## src/rtl/mfcc_pkg.sv

```systemverilog
// Shared constants and saturation helpers for the MFCC front-end pipeline stages.
package mfcc_pkg;

    localparam logic [15:0]        Q15_ONE       = 16'h7FFF;
    localparam logic signed [32:0] Q15_ROUND     = 33'sd16384;
    localparam logic [15:0]        ALPHA_DEFAULT = 16'h7C29;
    localparam logic [15:0]        DC_POLE       = 16'h7F5C;

    typedef enum logic [1:0] {
        SAT_NONE = 2'd0,
        SAT_HIGH = 2'd1,
        SAT_LOW  = 2'd2
    } sat_kind_e;

    function automatic sat_kind_e sat_kind(input logic signed [17:0] v);
        if (v > 18'sd32767) begin
            sat_kind = SAT_HIGH;
        end else if (v < -18'sd32768) begin
            sat_kind = SAT_LOW;
        end else begin
            sat_kind = SAT_NONE;
        end
    endfunction

    function automatic logic signed [15:0] sat16(input logic signed [17:0] v);
        case (sat_kind(v))
            SAT_HIGH: sat16 = 16'sh7FFF;
            SAT_LOW:  sat16 = 16'sh8000;
            default:  sat16 = v[15:0];
        endcase
    endfunction

endpackage

```

## src/rtl/q15_mul_round.sv

```systemverilog
// Signed sample times unsigned Q15 coefficient; product registered, rounded half-up on the way out.
module q15_mul_round
    import mfcc_pkg::*;
(
    input  logic               clk,
    input  logic               rst,
    input  logic signed [15:0] a_i,
    input  logic [15:0]        coef_i,
    output logic signed [17:0] q_o
);

    logic signed [32:0] p_d;
    logic signed [32:0] p_q;

    assign p_d = a_i * $signed({1'b0, coef_i});
    assign q_o = 18'((p_q + Q15_ROUND) >>> 15);

    // Product register; the rounding shift is taken from the registered value.
    always_ff @(posedge clk) begin
        if (rst) begin
            p_q <= 33'sd0;
        end else begin
            p_q <= p_d;
        end
    end

endmodule

```

## src/rtl/pre_emphasis_filter.sv

```systemverilog
// Pre-emphasis y[n] = x[n] - alpha*x[n-1] with rounding, saturation and clip counting.
// Optional DC-blocker front stage enabled by defining PREEMPH_DC_BLOCK_EN.
module pre_emphasis_filter #(
    parameter int          DATA_W        = 16,
`ifdef PREEMPH_DC_BLOCK_EN
    parameter logic [15:0] DC_POLE       = mfcc_pkg::DC_POLE,
`endif
    parameter logic [15:0] ALPHA_DEFAULT = mfcc_pkg::ALPHA_DEFAULT
) (
    input  logic              clk,
    input  logic              rst,
    input  logic [DATA_W-1:0] audio_in,
    input  logic              audio_valid,
    input  logic              clear,
    input  logic [15:0]       cfg_alpha,
    input  logic              cfg_alpha_we,
    output logic [DATA_W-1:0] preemph_out,
    output logic              preemph_valid,
    output logic [15:0]       sat_count
);
    import mfcc_pkg::*;

    logic signed [15:0] x_s;
    logic               v_s;
    logic [15:0]        alpha_q, alpha_d;
    logic signed [15:0] xprev_q, xprev_d;
    logic signed [15:0] x1_q, x1_d;
    logic               v1_q, v1_d;
    logic signed [17:0] q1_s;
    logic signed [17:0] d_s;
    logic [15:0]        out_q, out_d;
    logic               vout_q, vout_d;
    logic [15:0]        sat_q, sat_d;

`ifdef PREEMPH_DC_BLOCK_EN
    logic signed [15:0] x0prev_q, x0prev_d;
    logic signed [15:0] h_q, h_d;
    logic               v0_q;
    logic signed [17:0] q0_s;
    logic signed [17:0] sum0_s;

    // The multiplier is fed h_d so its registered product always matches h_q.
    q15_mul_round u_dc_mul (
        .clk    (clk),
        .rst    (rst),
        .a_i    (h_d),
        .coef_i (DC_POLE),
        .q_o    (q0_s)
    );

    // DC-blocker next state: h[n] = x[n] - x[n-1] + R*h[n-1].
    always_comb begin
        sum0_s = $signed({{2{audio_in[15]}}, audio_in})
               - $signed({{2{x0prev_q[15]}}, x0prev_q}) + q0_s;
        if (clear) begin
            h_d      = 16'sd0;
            x0prev_d = 16'sd0;
        end else if (audio_valid) begin
            h_d      = sat16(sum0_s);
            x0prev_d = $signed(audio_in);
        end else begin
            h_d      = h_q;
            x0prev_d = x0prev_q;
        end
    end

    // DC-blocker state and stage valid.
    always_ff @(posedge clk) begin
        if (rst) begin
            h_q      <= 16'sd0;
            x0prev_q <= 16'sd0;
            v0_q     <= 1'b0;
        end else begin
            h_q      <= h_d;
            x0prev_q <= x0prev_d;
            v0_q     <= audio_valid & ~clear;
        end
    end

    assign x_s = h_q;
    assign v_s = v0_q;
`else
    assign x_s = $signed(audio_in);
    assign v_s = audio_valid;
`endif

    q15_mul_round u_pe_mul (
        .clk    (clk),
        .rst    (rst),
        .a_i    (xprev_q),
        .coef_i (alpha_q),
        .q_o    (q1_s)
    );

    assign d_s = $signed({{2{x1_q[15]}}, x1_q}) - q1_s;

    // Next-state for alpha, history, valid pipe, output and clip counter.
    always_comb begin
        alpha_d = alpha_q;
        if (cfg_alpha_we) begin
            alpha_d = cfg_alpha[15] ? Q15_ONE : cfg_alpha;
        end else begin
            alpha_d = alpha_q;
        end
        if (clear) begin
            xprev_d = 16'sd0;
        end else if (v_s) begin
            xprev_d = x_s;
        end else begin
            xprev_d = xprev_q;
        end
        v1_d   = v_s & ~clear;
        x1_d   = v1_d ? x_s : x1_q;
        vout_d = v1_q & ~clear;
        out_d  = out_q;
        sat_d  = sat_q;
        if (vout_d) begin
            out_d = sat16(d_s);
            if (sat_kind(d_s) != SAT_NONE && sat_q != 16'hFFFF) begin
                sat_d = sat_q + 16'd1;
            end else begin
                sat_d = sat_q;
            end
        end else begin
            out_d = out_q;
        end
    end

    // Pipeline and output registers.
    always_ff @(posedge clk) begin
        if (rst) begin
            alpha_q <= ALPHA_DEFAULT;
            xprev_q <= 16'sd0;
            x1_q    <= 16'sd0;
            v1_q    <= 1'b0;
            out_q   <= 16'd0;
            vout_q  <= 1'b0;
            sat_q   <= 16'd0;
        end else begin
            alpha_q <= alpha_d;
            xprev_q <= xprev_d;
            x1_q    <= x1_d;
            v1_q    <= v1_d;
            out_q   <= out_d;
            vout_q  <= vout_d;
            sat_q   <= sat_d;
        end
    end

    assign preemph_out   = out_q;
    assign preemph_valid = vout_q;
    assign sat_count     = sat_q;

endmodule

```

## config.mk

```make
export PLATFORM = sky130hd
export DESIGN_NAME = pre_emphasis_filter
export DESIGN_NICKNAME = d
export VERILOG_FILES = /design/src/rtl/mfcc_pkg.sv /design/src/rtl/q15_mul_round.sv /design/src/rtl/pre_emphasis_filter.sv
export SDC_FILE = /design/constraint.sdc
export NUM_CORES = 1
export LEC_CHECK = 0
export BUFFER_PORTS_ARGS = -buffer_cell sky130_fd_sc_hd__buf_2
export CAP_MARGIN = 40
export CORE_MARGIN = 2
export CORE_UTILIZATION = 25
export DETAILED_ROUTE_END_ITERATION = 8
export PLACE_DENSITY = 0.49
export SLEW_MARGIN = 20
export SYNTH_ARGS = -nofsm -noshare
export SYNTH_HDL_FRONTEND = slang
export SYNTH_HIERARCHICAL = 1
export SYNTH_SLANG_ARGS = --single-unit
```

## constraint.sdc

```tcl
create_clock -name clk -period 16.9 [get_ports clk]
set_input_delay 3.38 -clock clk [delete_from_list [all_inputs] [get_ports clk]]
set_output_delay 3.38 -clock clk [all_outputs]
set_load 0.005 [all_outputs]
```

==> Flow_metrics.wiki, run 1 <==
{| class="wikitable"
! Metric !! Value
|-
| Outcome || complete, no violations
|-
| Post-Route Skew || between 0.01 and 0.015 ns
|-
| Fmax || between 100 and 150 MHz
|-
| Synthesized area divided by synthesized cell count || 8.82 sq um
|-
| Hold Crit Endpoint || preemph_out[15]
|-
| Power Dens Cells || 62.3 nW/um^2
|-
| Placed cells || 2,281
|-
| Most frequent standard cell in the layout excluding fill and tap cells || inv_1
|-
| Reg2Reg Setup Slack || 10.16 ns
|-
| Area after detailed placement || 14,900 sq um
|-
| Biggest cell delay along the critical path || ~0.66 ns
|-
| TritonCTS Sinks || 100
|-
| Critical path's slowest cell || dfxtp_1
|-
| EDFF count, synth || 0
|-
| Worst EP arrival || 7.01 ns
|-
| Die X-Extent || 238 um
|-
| DR vias/cell || 4.67
|-
| Area used by sequential logic in the layout || 2000 sq um
|-
| Post-cts sizing count || 0
|-
| Wire length of the first global-routing pass || 61,200 um
|-
| Endpoints failing setup || 0
|-
| RSZ-0062 raised after global routing || no
|-
| Ys Warns || 6
|-
| Reg-to-reg critical path startpoint || xprev_q[15]
|-
| Shortest clock period the worst path allows after layout || just under 7 ns
|-
| Max VDD drop || around 59 uV
|-
| Measured slew at the worst slew-check pin || 0.854 ns
|-
| Antenna diode instance count || 0
|-
| Biggest area consumer among synthesized cells || fa_1
|-
| Category of the worst setup path capture point || flip-flop
|-
| Post-route ant nets || 0
|-
| Die Ht || 238 um
|-
| Slew headroom || 0.430
|-
| Cell chain of the critical path || inv_1, nor2_1, fa_1, fa_1, fa_1, fa_1, fa_1, inv_1, fa_1, inv_1, ha_1, a21oi_1, o21ai_0, a211oi_1, a21oi_1, a31oi_1, a211o_1
|-
| Class of the worst hold path || reg -> reg
|-
| Crit-path max FO || 11
|-
| Skew-Pair Late Insertion Delay || 0.37 ns
|-
| Startpoint type of the worst setup path || flip-flop
|-
| Seq/Total Area, Yosys || 0.146
|-
| Antenna violations before repair || 0
|-
| Yosys top cell area share || 0.283
|-
| Category of the critical setup timing path || reg -> reg
|-
| Setup fix buffers added after clock tree synthesis || 0
|-
| Number of iterations in the first detailed-routing pass || 6
|-
| Cells taking the most area after synthesis || fa_1, dfxtp_1, ha_1
|-
| Detailed placer's ending HPWL || approximately 29,000 um
|-
| Leakage component of the power || 7.24 nW
|-
| Synth-to-Final Area Change || 10.6%
|-
| Non-filler instance count after layout || approximately 2,300
|-
| Accumulated negative setup slack || 0 ns
|-
| DRT iter0 DRCs || 554
|-
| Placeable core region || 54,100 sq um
|-
| Synth cell types || 76
|-
| Hold_sp || preemph_out[15]
|-
| Number of H-tree levels || 3
|-
| Cell Rows || 85
|-
| Combined area of the multi-input logic cells || 10,600 sq um
|-
| Fillers || 5,753
|-
| Post-synth design cell area || 13,700 sq um
|-
| Number of ports placed on the die boundary || 70
|-
| WL per Instance || ~16 um
|-
| Largest buffer count on any clock path || 2
|-
| Total Nets Final || 1,969
|-
| CP most frequent cell || fa_1
|-
| Fraction of final layout cells sized beyond drive strength 1 || 0.0953
|-
| Number of input and output port buffers inserted || 69
|-
| Final RePlAce weighted congestion || 0.831
|-
| Endpoint of the lowest-slack register-to-register path || u_pe_mul/p_q[28]
|-
| Dominant synthesized flop cell || dfxtp_1
|-
| Final design area excluding fillers || 15,200 sq um
|-
| Clock slew at reported path FFs || 0.08 ns
|-
| Async set-or-reset flop fraction in the synthesized netlist || 0
|-
| Total routing usage reported by global routing || 0.135
|-
| Vias after detailed routing || 10,700
|-
| Total chip power || approximately 0.00095 W
|-
| Total die area || 56,900 sq um
|-
| Worst hold path stage count || 2
|-
| Setup Slack @ Placement || 10.20 ns
|-
| TritonCTS clock tree || yes
|-
| Share of the clock period used by the worst path after layout || 0.399
|-
| Worst r2r path cells || 17
|-
| Number of buffers added to fix hold violations after cts || 0
|-
| Final Routed Wirelength || 37,000 um
|-
| Leading cell types in the layout, fill and taps excluded || inv_1, fa_1, nand2_1
|-
| Final-report max-slew violation count || 0
|-
| Hold violation total from the final report || 0
|-
| Aggregate global routing overflow || 0
|-
| Number of global-route vias before repair || 11,300
|-
| Total of flip-flops plus latches after synthesis || 100
|-
| Post-synthesis cell count || between 1,500 and 2,000
|-
| Root cell of the clock tree || clkbuf_16
|-
| Worst Setup Slack, final || just over 10 ns
|-
| Number of buffers inserted during clock tree synthesis || 9
|-
| Data required time at the worst endpoint || 17.17 ns
|-
| DRC errors left || 0
|-
| Starting density of the core || 0.254
|-
| Pin count of the biggest net entering global routing || 51
|-
| Maximum capacitance violations || 0
|}
==> worst max-delay path, delay by kind of cell, from the launching register on <==
kind	cells	cell delay [ns]
simple gates	1	0.26
fa+ha+maj	7	3.54
buf+inv	3	0.51
compound gates	6	1.66
flops	1	0.66
==> stage by stage <==
step | utilization | hold slack (ns)
after global placement | 0.274 | 0.449
final | 0.281 | 0.460
after CTS | 0.280 | 0.463
after floorplan | - | 0.442
after global routing | 0.281 | 0.498
after detailed placement | 0.274 | 0.451
==> kinds of logic (layout without fill, tap and decap cells) <==
| group | after synthesis | after routing | share of synthesized area |
|---|---|---|---|
| AND/OR/NAND/NOR | 527 | 527 | 0.197 |
| adder cells (fa/ha/maj) | 332 | 332 | 0.408 |
| buffers and inverters | 315 | 355 | 0.0881 |
| AO/OA/AOI/OAI | 225 | 225 | 0.117 |
| flip-flops | 100 | 100 | 0.146 |
| XOR/XNOR | 40 | 40 | 0.0255 |
| multiplexers | 19 | 19 | 0.0180 |
| other | 1 | 7 | 0.000273 |
==> power breakdown <==
part           switching (W)  internal (W)
logic               0.000272      0.000180
registers          0.0000260      0.000253
clock network       0.000113      0.000104
==> flip-flops by register name, indices dropped and copies added (netlist names) <==
signal         flops
u_pe_mul/p_q      19
preemph_out       16
sat_count         16
x1_q              16
xprev_q           16
alpha_q           15
preemph_valid      1
v1_q               1
==> final cells by class <==
cell class | instances | share of cell area
multi-input combinational | 1150 | 0.695
timing repair buffer | 88 | 0.0351
tap | 696 | 0.0573
clock inverter | 7 | 0.00452
sequential | 100 | 0.132
inverter | 251 | 0.0619
clock buffer | 9 | 0.0148
==> how the worst max path moves through the flow <==
stage | from | to | slack [ns] | cells past startpoint
finish | xprev_q[15] | u_pe_mul/p_q[28] | 10.16 | 17
global route | xprev_q[15] | u_pe_mul/p_q[26] | 9.80 | 18
CTS | xprev_q[15] | u_pe_mul/p_q[26] | 10.19 | 18
detailed placement | xprev_q[15] | u_pe_mul/p_q[26] | 10.20 | 18
global placement | xprev_q[15] | u_pe_mul/p_q[26] | 10.23 | 18
floorplan | xprev_q[15] | u_pe_mul/p_q[26] | 11.03 | 19
==> per-layer routing <==
metal | part of all wire | vias up | track usage
li1 | - | 5115 | -
met1 | 0.48 | 5419 | 0.185
met2 | 0.48 | 163 | 0.232
met3 | 0.024 | 38 | 0.0104
met4 | 0.018 | 0 | 0.0314
met5 | 0 | - | 0
==> cell usage after synthesis, types with 28 or more instances <==
cell      count
inv_1       251
nor2_1       92
nand2b_1     30
xnor2_1      28
dfxtp_1     100
a21oi_1      43
clkbuf_1     58
ha_1        138
fa_1        194
nand2_1     163
a22o_1       32
and2_1      117
No activity file was read; power rests on OpenSTA's default activity.
==> inputs of run 2 (changes only) <==
Clock period 16.9 ns to 6.8 ns, I/O delays scaled along.
==> run 2 against run 1 <==
Against the previous run: sequential power increased to 2.5 times the previous value; clock-buffer cell count unchanged; clock skew decreased by 0.0034 ns; final area increased by 0.58%; via count about the same; flip-flop and latch count unchanged; critical path depth increased by 2; utilization increased by 0.16 points; routed wire length increased by 2.5%; combinational power increased by 150%; first-iteration DRC count decreased by 10%; final cell count increased by 0.65%; critical endpoint is now u_pe_mul/p_q[27]; highest routed layer is now met5.
==> Flow_metrics.wiki, run 2 (synthesized netlist as in run 1, its figures left out) <==
{| class="wikitable"
! Metric !! Value
|-
| Category of the worst setup path capture point || flip-flop (unchanged)
|-
| Setup Slack @ Placement || 0.364 ns (was 10.20 ns)
|-
| Leakage component of the power || 7.30 nW (was 7.24 nW)
|-
| Synth-to-Final Area Change || 11.3% (was 10.6%)
|-
| Placeable core region || 54,100 sq um (unchanged)
|-
| Worst EP arrival || 6.71 ns (was 7.01 ns)
|-
| Accumulated negative setup slack || 0 ns (unchanged)
|-
| Post-cts sizing count || 0 (unchanged)
|-
| Hold violation total from the final report || 0 (unchanged)
|-
| Number of ports placed on the die boundary || 70 (unchanged)
|-
| Max VDD drop || 140 uV (was 59.3 uV)
|-
| Aggregate global routing overflow || 0 (unchanged)
|-
| TritonCTS Sinks || 100 (unchanged)
|-
| Fraction of final layout cells sized beyond drive strength 1 || 0.103 (was 0.0953)
|-
| Crit-path max FO || 17 (was 11)
|-
| Maximum capacitance violations || 0 (unchanged)
|-
| Register with the most flip-flops || u_pe_mul/p_q (unchanged)
|-
| Largest buffer count on any clock path || 2 (unchanged)
|-
| Startpoint type of the worst setup path || flip-flop (unchanged)
|-
| Number of buffers inserted during clock tree synthesis || 9 (unchanged)
|-
| WL per Instance || 16.4 um (was 16.1 um)
|-
| Total die area || 56,900 sq um (unchanged)
|-
| Leading cell types in the layout, fill and taps excluded || inv_1, fa_1, nand2_1 (unchanged)
|-
| Power Dens Cells || 153 nW/um^2 (was 62.3 nW/um^2)
|-
| Cell Rows || 85 (unchanged)
|-
| Number of global-route vias before repair || 11,300 (about the same)
|-
| Share of the clock period used by the worst path after layout || 0.948 (was 0.399)
|-
| Detailed placer's ending HPWL || 30,600 um (was 29,300 um)
|-
| Final RePlAce weighted congestion || 0.832 (was 0.831)
|-
| Wire length of the first global-routing pass || 61,900 um (was 61,200 um)
|-
| DRC errors left || 0 (unchanged)
|-
| Post-Route Skew || 0.00917 ns (was 0.0126 ns)
|-
| Category of the critical setup timing path || reg -> reg (unchanged)
|-
| Final Routed Wirelength || 37,900 um (was 37,000 um)
|-
| Data required time at the worst endpoint || 7.07 ns (was 17.17 ns)
|-
| Number of iterations in the first detailed-routing pass || 5 (was 6)
|-
| Post-route ant nets || 0 (unchanged)
|-
| DRT iter0 DRCs || 497 (was 554)
|-
| Number of buffers added to fix hold violations after cts || 0 (unchanged)
|-
| Pin count of the biggest net entering global routing || 45 (was 51)
|-
| DR vias/cell || 4.63 (was 4.67)
|-
| Fmax || 155 MHz (was 148 MHz)
|-
| Fillers || 5,768 (was 5,753)
|-
| Class of the worst hold path || reg -> reg (unchanged)
|-
| Endpoints failing setup || 0 (unchanged)
|-
| Antenna violations before repair || 3 (was 0)
|-
| Number of H-tree levels || 3 (unchanged)
|-
| TritonCTS clock tree || yes (unchanged)
|-
| Die Ht || 238 um (unchanged)
|-
| Number of input and output port buffers inserted || 69 (unchanged)
|-
| Setup fix buffers added after clock tree synthesis || 0 (unchanged)
|-
| Total Nets Final || 1,983 (was 1,969)
|-
| Total routing usage reported by global routing || 0.139 (was 0.135)
|-
| Slew headroom || 0.434 (was 0.430)
|-
| Most frequent standard cell in the layout excluding fill and tap cells || inv_1 (unchanged)
|-
| Measured slew at the worst slew-check pin || 0.848 ns (was 0.854 ns)
|-
| Outcome || complete, no violations (unchanged)
|-
| Skew-Pair Late Insertion Delay || 0.38 ns (was 0.37 ns)
|-
| Root cell of the clock tree || clkbuf_16 (unchanged)
|-
| Vias after detailed routing || 10,700 (about the same)
|-
| Shortest clock period the worst path allows after layout || 6.44 ns (was 6.74 ns)
|-
| Worst Setup Slack, final || 0.356 ns (was 10.16 ns)
|-
| Number of flip-flops under the largest register name || 19 (unchanged)
|-
| Starting density of the core || 0.254 (unchanged)
|-
| RSZ-0062 raised after global routing || no (unchanged)
|-
| Die X-Extent || 238 um (unchanged)
|-
| Clock slew at reported path FFs || 0.08 ns (about the same)
|-
| Final-report max-slew violation count || 0 (unchanged)
|}
## run 2: final timing paths
kind | start | end | cells after the start | slack, ns
worst max register to register | alpha_q[11] | u_pe_mul/p_q[27] | 19 | 0.36
worst min register to register | preemph_out[15] | preemph_out[15] | 2 | 0.46
worst min-delay path | preemph_out[15] | preemph_out[15] | 2 | 0.46
worst max-delay path | alpha_q[11] | u_pe_mul/p_q[27] | 19 | 0.36
## run 2: area by class of cell
class	count	area (sq um)	area share
Antenna cell	2	5.00	0.000327
Clock buffer	9	225	0.0147
Clock inverter	6	46.3	0.00303
Inverter	251	942	0.0616
Multi-Input combinational cell	1150	10600	0.691
Sequential cell	100	2000	0.131
Tap cell	696	871	0.0569
Timing Repair Buffer	102	641	0.0419
## run 2: per-stage QoR
stage | instance area [sq um] | util | total power [W] | hold WS [ns] | std cells
after CTS | 15300 | 0.282 | 0.00237 | 0.461 | 2312
after floorplan | 13800 | - | 0.00154 | 0.442 | 1565
after global routing | 15300 | 0.283 | 0.00255 | 0.477 | 2316
final | 15300 | 0.283 | 0.00234 | 0.458 | 2316
after global placement | 15000 | 0.276 | 0.00183 | 0.449 | 2295
after detailed placement | 15000 | 0.277 | 0.00184 | 0.450 | 2297
## run 2: critical path, stage by stage, from the launching register on
cell	delay, ns
dfxtp_1	0.81
nand2_1	0.18
fa_1	0.54
fa_1	0.55
inv_1	0.05
fa_1	0.49
fa_1	0.51
fa_1	0.50
inv_1	0.05
fa_1	0.48
inv_1	0.04
ha_1	0.33
nand4_2	0.19
or3_1	0.42
o31ai_2	0.27
a211oi_1	0.15
buf_4	0.17
o21ai_2	0.20
a21oi_2	0.09
mux2_4	0.30
## run 2: routing by layer
metal  share of wire  global-route usage
met1            0.46               0.186
met2            0.49               0.240
met3           0.032              0.0171
met4           0.017              0.0313
met5         0.00034                   0
## run 2: where the power goes
| part | leakage, nW | internal [W] | switching, W | total [W] |
|---|---|---|---|---|
| Clock | 0.134 | 0.000251 | 0.000264 | 0.000515 |
| Sequential | 0.817 | 0.000629 | 0.0000699 | 0.000699 |
| Combinational | 6.35 | 0.000451 | 0.000672 | 0.00112 |
| Total | 7.30 | 0.00133 | 0.00101 | 0.00234 |
